**config.mk**
```make
export PLATFORM = sky130hd
export DESIGN_NAME = spi2apb_bridge
export DESIGN_NICKNAME = d
export VERILOG_FILES = /design/src/rtl/spi2apb_bridge.sv
export SDC_FILE = /design/constraint.sdc
export NUM_CORES = 1
export LEC_CHECK = 0
export ABC_CLOCK_PERIOD_IN_PS = 2300
export BUFFER_PORTS_ARGS = -buffer_cell sky130_fd_sc_hd__buf_2
export CELL_PAD_IN_SITES_DETAIL_PLACEMENT = 0
export CELL_PAD_IN_SITES_GLOBAL_PLACEMENT = 1
export CORE_AREA = 2 2 69 71
export CTS_BUF_LIST = sky130_fd_sc_hd__clkbuf_16
export DETAILED_ROUTE_END_ITERATION = 10
export DIE_AREA = 0 0 71 73
export PLACE_DENSITY = 0.79
export SYNTH_ARGS = -nofsm -noshare
export SYNTH_HDL_FRONTEND = slang
export SYNTH_SLANG_ARGS = --single-unit
```
**constraint.sdc**
```tcl
create_clock -name sclk -period 2.3 [get_ports sclk]
set_input_delay 0.46 -clock sclk [delete_from_list [all_inputs] [get_ports sclk]]
set_output_delay 0.46 -clock sclk [all_outputs]
set_load 0.005 [all_outputs]
```
**src/rtl/spi2apb_bridge.sv**
```systemverilog
// SPI mode-0 slave that turns each (8 + DATA_WIDTH)-bit frame into one APB3 transfer.
// Everything runs on sclk; the host keeps clocking after a frame to finish the bus cycle.
module spi2apb_bridge #(
  parameter int BANK_NUM   = 2,
  parameter int DATA_WIDTH = 8,
  parameter int ADDR_WIDTH = 3
) (
  input  logic                  sclk,
  input  logic                  resetn,
  input  logic                  ss,
  input  logic                  mosi,
  output logic                  miso,
  output logic                  b_pclk,
  output logic                  b_presetn,
  output logic [BANK_NUM-1:0]   b_psel,
  output logic                  b_penable,
  output logic                  b_pwrite,
  output logic [ADDR_WIDTH-1:0] b_paddr,
  output logic [DATA_WIDTH-1:0] b_pwdata,
  input  logic [DATA_WIDTH-1:0] b_prdata,
  input  logic                  b_pready
);

  localparam int F  = 8 + DATA_WIDTH;
  localparam int BW = (BANK_NUM > 1) ? $clog2(BANK_NUM) : 1;
  localparam int CW = $clog2(F + 1);
  localparam int IW = (DATA_WIDTH > 1) ? $clog2(DATA_WIDTH) : 1;
  localparam logic [CW-1:0] F_C  = CW'(F);
  localparam logic [CW-1:0] DW_C = CW'(DATA_WIDTH);

  typedef enum logic [1:0] {
    IDLE   = 2'd0,
    SETUP  = 2'd1,
    ACCESS = 2'd2
  } state_t;

  state_t                  state_r, state_nxt_s;
  logic [CW-1:0]           cnt_r;
  logic [F-2:0]            rx_r;
  logic [DATA_WIDTH-1:0]   rdata_r, rdata_nxt_s;
  logic [BANK_NUM-1:0]     psel_r, psel_nxt_s, psel_dec_s;
  logic                    penable_r, penable_nxt_s;
  logic                    pwrite_r, pwrite_nxt_s;
  logic [ADDR_WIDTH-1:0]   paddr_r, paddr_nxt_s;
  logic [DATA_WIDTH-1:0]   pwdata_r, pwdata_nxt_s;
  logic                    miso_r, miso_nxt_s;

  logic                    clr_n_s;
  logic [F-1:0]            frame_s;
  logic                    frame_done_s;
  logic                    rw_s;
  logic [ADDR_WIDTH-1:0]   addr_s;
  logic [BW-1:0]           bank_s;
  logic [DATA_WIDTH-1:0]   data_s;
  logic                    bank_ok_s;
  logic [IW-1:0]           rd_idx_s;

  // Deasserting ss throws away any partial frame, independent of sclk.
  assign clr_n_s      = resetn & ~ss;
  assign frame_s      = {rx_r, mosi};
  assign frame_done_s = (cnt_r == (F_C - CW'(1)));
  assign rw_s         = frame_s[F-1];
  assign addr_s       = frame_s[DATA_WIDTH +: ADDR_WIDTH];
  assign bank_s       = frame_s[DATA_WIDTH+ADDR_WIDTH +: BW];
  assign data_s       = frame_s[DATA_WIDTH-1:0];
  assign bank_ok_s    = (32'(bank_s) < BANK_NUM);
  assign psel_dec_s   = BANK_NUM'(1'b1) << bank_s;
  assign rd_idx_s     = IW'(F_C - CW'(1) - cnt_r);

  // Receive shift register and saturating bit counter.
  always_ff @(posedge sclk or negedge clr_n_s) begin
    if (!clr_n_s) begin
      cnt_r <= '0;
      rx_r  <= '0;
    end else if (cnt_r != F_C) begin
      cnt_r <= cnt_r + CW'(1);
      rx_r  <= frame_s[F-2:0];
    end else begin
      cnt_r <= cnt_r;
      rx_r  <= rx_r;
    end
  end

  // APB next-state and next-output decode.
  always_comb begin
    state_nxt_s   = state_r;
    psel_nxt_s    = psel_r;
    penable_nxt_s = penable_r;
    pwrite_nxt_s  = pwrite_r;
    paddr_nxt_s   = paddr_r;
    pwdata_nxt_s  = pwdata_r;
    rdata_nxt_s   = rdata_r;
    case (state_r)
      IDLE: begin
        if (frame_done_s && bank_ok_s) begin
          state_nxt_s  = SETUP;
          psel_nxt_s   = psel_dec_s;
          paddr_nxt_s  = addr_s;
          pwrite_nxt_s = rw_s;
          if (rw_s) begin
            pwdata_nxt_s = data_s;
          end else begin
            pwdata_nxt_s = pwdata_r;
          end
        end else begin
          state_nxt_s = IDLE;
        end
      end
      SETUP: begin
        state_nxt_s   = ACCESS;
        penable_nxt_s = 1'b1;
      end
      ACCESS: begin
        if (b_pready) begin
          if (!pwrite_r) begin
            rdata_nxt_s = b_prdata;
          end else begin
            rdata_nxt_s = rdata_r;
          end
          state_nxt_s   = IDLE;
          psel_nxt_s    = '0;
          penable_nxt_s = 1'b0;
        end else begin
          state_nxt_s = ACCESS;
        end
      end
      default: begin
        state_nxt_s   = IDLE;
        psel_nxt_s    = '0;
        penable_nxt_s = 1'b0;
      end
    endcase
  end

  // APB state, bus outputs and captured read data.
  always_ff @(posedge sclk or negedge resetn) begin
    if (!resetn) begin
      state_r   <= IDLE;
      psel_r    <= '0;
      penable_r <= 1'b0;
      pwrite_r  <= 1'b0;
      paddr_r   <= '0;
      pwdata_r  <= '0;
      rdata_r   <= '0;
    end else begin
      state_r   <= state_nxt_s;
      psel_r    <= psel_nxt_s;
      penable_r <= penable_nxt_s;
      pwrite_r  <= pwrite_nxt_s;
      paddr_r   <= paddr_nxt_s;
      pwdata_r  <= pwdata_nxt_s;
      rdata_r   <= rdata_nxt_s;
    end
  end

  // Data phase of every frame replays the last completed read, MSB first.
  always_comb begin
    miso_nxt_s = 1'b0;
    if ((cnt_r >= DW_C) && (cnt_r < F_C)) begin
      miso_nxt_s = rdata_r[rd_idx_s];
    end else begin
      miso_nxt_s = 1'b0;
    end
  end

  // MISO launches on the falling edge so the host samples it on the next rising edge.
  always_ff @(negedge sclk or negedge clr_n_s) begin
    if (!clr_n_s) begin
      miso_r <= 1'b0;
    end else begin
      miso_r <= miso_nxt_s;
    end
  end

  assign miso      = miso_r;
  assign b_pclk    = sclk;
  assign b_presetn = resetn;
  assign b_psel    = psel_r;
  assign b_penable = penable_r;
  assign b_pwrite  = pwrite_r;
  assign b_paddr   = paddr_r;
  assign b_pwdata  = pwdata_r;

endmodule

```
* Word-level counts from Yosys, hierarchy flattened *
Index checks and enable logic that the tools add are counted.

cells by class
  bitwise gates (word level) = 5
  shift operators = 1
  order comparisons = 3
  muxes and demuxes = 11
  eq/ne operators = 6
  reduce and logical (&&, ||, !) cells = 7
  add/sub/neg operators = 2

operator list
  kind                 number
  $pmux 2 s3           2
  $reduce_and 3->1     3
  $mux 2               3
  $add 5x1->5 const B  1
  $eq 5x4->1 const B   1
  $ge 5x4->1 const B   1
  $lt 5x5->1 const B   1
  $ne 5x5->1 const B   1
  $lt 3x4->1 const B   1
  $mux 1               4
  $ne 2x2->1 const B   2
  $not 1->1            4
  $reduce_and 2->1     2
  $bmux 1 s3           1
  $pmux 1 s3           1
  $sub 3x3->3 const A  1
  $eq 2x1->1 const B   1
  $eq 2x2->1 const B   1
  $logic_not 2->1      1
  $shl 1x1->2 const A  1
  $and 1x1->1          1
  $logic_and 1x1->1    1

storage, ports and cells
  output and inout bits = 18
  register bits after elaboration = 46
  logic and storage cells = 45
  bits of input ports = 13

* Longest topological paths before layout *
  depth in word-level cells = 4
  mapped depth = 7
  depth with buffers taken out = 6

==> flow_metrics.py <==
metrics = {
    "status": {
        "outcome": "finished with violations",
        "violations": "setup timing",
    },
    "setup_path": {
        "required_ns": 1.84,
        "cpLargestDelayFamily": "flip-flops",
        "cp-start-kind": "flip-flop",
        "crit_chain": "buf_2",
        "reg2reg_to": "miso",
        "crit_arrival_ns": 2.06,
        "crit_buf_inv": 1,
        "critPathKind": "flip-flop to primary output",
        "end_kind": "primary output",
        "cp_slowest_stage_delay_ns": 0.38,
        "worstRegToRegCells": 2,
        "reg2reg_slack_ns": -0.15,
        "cpMaxStageDelayCell": "dfrtn_1",
        "r2r-start": "cnt_r[0]",
        "cp_max_fo": 1,
    },
    "power_and_ir_drop": {
        "leakagePower_nw": 1.148,
        "vdd.ir_drop.worst_uv": 538.4,
        "power_w": 0.001940,
        "p_per_area_nw_per_um2": 807.2,
    },
    "logic_synthesis": {
        "synth_top_cells_by_count": "dfrtp_1, mux2_2, mux2_4",
        "async_flop_share_pct": 100.0,
        "yosys_warnings": 0,
        "yosysTopAreaCellShare_pct": 57.14,
        "synth_top_cell_by_area": "dfrtp_1",
        "postSynthCellCount": 128,
        "synthDistinctLibCells": 31,
        "avgSynthCellArea_um2": 15.40,
        "ys_seq_area_share_pct": 58.41,
        "ys_ff_latch": 46,
        "synth.most_common_cell": "dfrtp_1",
        "synth_edf_count": 0,
        "synth_nets": 144,
        "synthFlopType": "dfrtp_1",
        "synthesis.area_um2": 1971,
        "ys_top_cells_by_area": "dfrtp_1, mux2_2, mux2_4",
    },
    "final_layout": {
        "area_growth_pct": 21.97,
        "post-route-util_pct": 52.99,
        "layout-drive-gt1-share_pct": 53.25,
        "final_nets": 184,
    },
    "timing": {
        "rsz0062_at_grt": "yes",
        "setup_tns_ns": -0.3658,
        "layout_setup_ws_ns": -0.2207,
        "final_hold_viol_count": 0,
        "finClkSkew_ns": 0.04466,
        "setup_viol": 2,
        "worstMarginPinSlew_ns": 0.3431,
        "slew_headroom_pct": 77.12,
        "drv_slew": 0,
    },
    "floorplanning": {
        "core_area_um2": 4536,
        "die_h_um": 73,
        "die_w_um": 71,
        "boundaryPins": 31,
        "start_util_pct": 43.45,
        "rows": 25,
        "die_area_um2": 5183,
    },
    "clocking": {
        "cts_tree": "done",
        "cts.clk_slew.worst_paths_ns": 0.06,
        "postCtsHoldBufs": 0,
        "clk_latency_ns": 0.43,
    },
    "routing": {
        "via_per_inst": 5.107,
        "firstDrtPassIters": 4,
        "final_antenna_net_count": 0,
        "drt_iter0_drc": 22,
        "wl_um": 3602,
        "drc": 0,
        "routed-via-count": 1144,
        "routedWlPerCell_um": 16.08,
    },
    "placement": {
        "gp_congestion": 0.7829,
        "dp_hpwl_um": 2544,
        "portBuffers": 30,
        "dp_slack_ns": -0.1900,
    },
    "grt": {
        "grt_pass1_vias": 1289,
        "grt_max_degree": 27,
        "grt_usage_pct": 16.60,
        "antenna_found_initial": 1,
        "grt_remaining_overflow": 0,
        "grt_pass1_wl_um": 6306,
    },
    "worst_hold_path": {
        "hp-class": "input port to async pin",
    },
    "job": {
        "drv_cap": 0,
    },
}
==> repair_timing <==
item | in CTS | in global routing
gates resized for setup | 1 | 0
hold endpoints to repair | 0 | 0
buffers inserted | 0 | 0
endpoints found under the setup margin | 2 | 2
==> worst max path at each step <==
stage | startpoint | endpoint | slack (ns) | cells past startpoint
after detailed placement | cnt_r[0] | miso | -0.19 | 3
after floorplan | cnt_r[0] | miso | -0.19 | 4
after global routing | miso | miso | -0.25 | 1
after CTS | miso | miso | -0.23 | 1
final | miso | miso | -0.22 | 1
after global placement | cnt_r[0] | miso | -0.15 | 3
==> state kept, by name, indices dropped and copies added, names as in the netlist <==
name,flops
cnt_r,5
b_psel,2
rx_r,15
b_pwrite,1
b_pwdata,8
b_penable,1
miso,1
state_r,2
b_paddr,3
rdata_r,8
==> power breakdown <==
group | internal [W] | leakage, nW | switching [W]
clock network | 0.000625 | 0.113 | 0.000316
logic | 0.0000671 | 0.458 | 0.0000424
registers | 0.000860 | 0.577 | 0.0000299
total | 0.00155 | 1.15 | 0.000388
==> kinds of logic (layout without fill, tap and decap cells) <==
group                      after synthesis  count (layout)  synth area share (%)
xor gates and xnor gates                 3               3                 1.334
and+or+nand+nor                         16              16                 6.159
muxes                                   39              39                 24.32
other                                    0               1                     0
buffers and inverters                   12              53                 4.571
AOI/OAI and AO/OA                        9               9                 3.302
adders and majority gates                3               3                 1.905
DFF                                     46              46                 58.41
==> per-stage QoR <==
stage,cell area [µm²],hold slack [ns],instances
5_1_grt,2401,0.1031,223
2_1_floorplan,1979,0.1644,128
3_5_place_dp,2185,0.4809,212
3_3_place_gp,2185,0.4631,212
4_1_cts,2401,0.08541,223
6_report,2404,0.06872,224
==> layer usage <==
metal	global-route usage (%)	up-vias	part of all wire, %
met5	0	-	0
met4	8.595	0	2.1
met3	6.768	7	5.9
met2	26.58	24	51
met1	19.26	584	41
li1	-	529	-
==> cell type report <==
type,instances,area [µm²]
Timing Repair Buffer,37,205.2
Inverter,4,15.01
Fill cell,396,2132
Antenna cell,1,2.502
Multi-Input combinational cell,70,744.5
Sequential cell,46,1151
Clock inverter,3,12.51
Clock buffer,9,205.2
Tap cell,54,67.56
==> placed cells by master, fill, tap and decap left out <==
cell,instances
and2_4,1
nor3b_4,1
diode_2,1
or3_1,1
ha_1,3
and4bb_2,1
mux2_2,28
buf_2,30
o2111a_1,1
mux2_4,9
dfrtn_1,1
nor4b_4,1
o21ai_0,2
nor2_1,1
nand2_1,2
clkinv_2,1
nor2b_1,2
nand2b_1,1
a2bb2oi_1,1
nand3_1,2
o2bb2ai_1,2
clkbuf_16,8
xnor2_1,3
inv_1,5
buf_4,8
dfrtp_1,45
a21oi_1,2
mux2i_1,1
and3_1,1
clkinv_1,1
o21a_1,1
nor3b_1,1
mux4_2,1
nor2b_2,1
No activity file was read; power rests on OpenSTA's default activity.
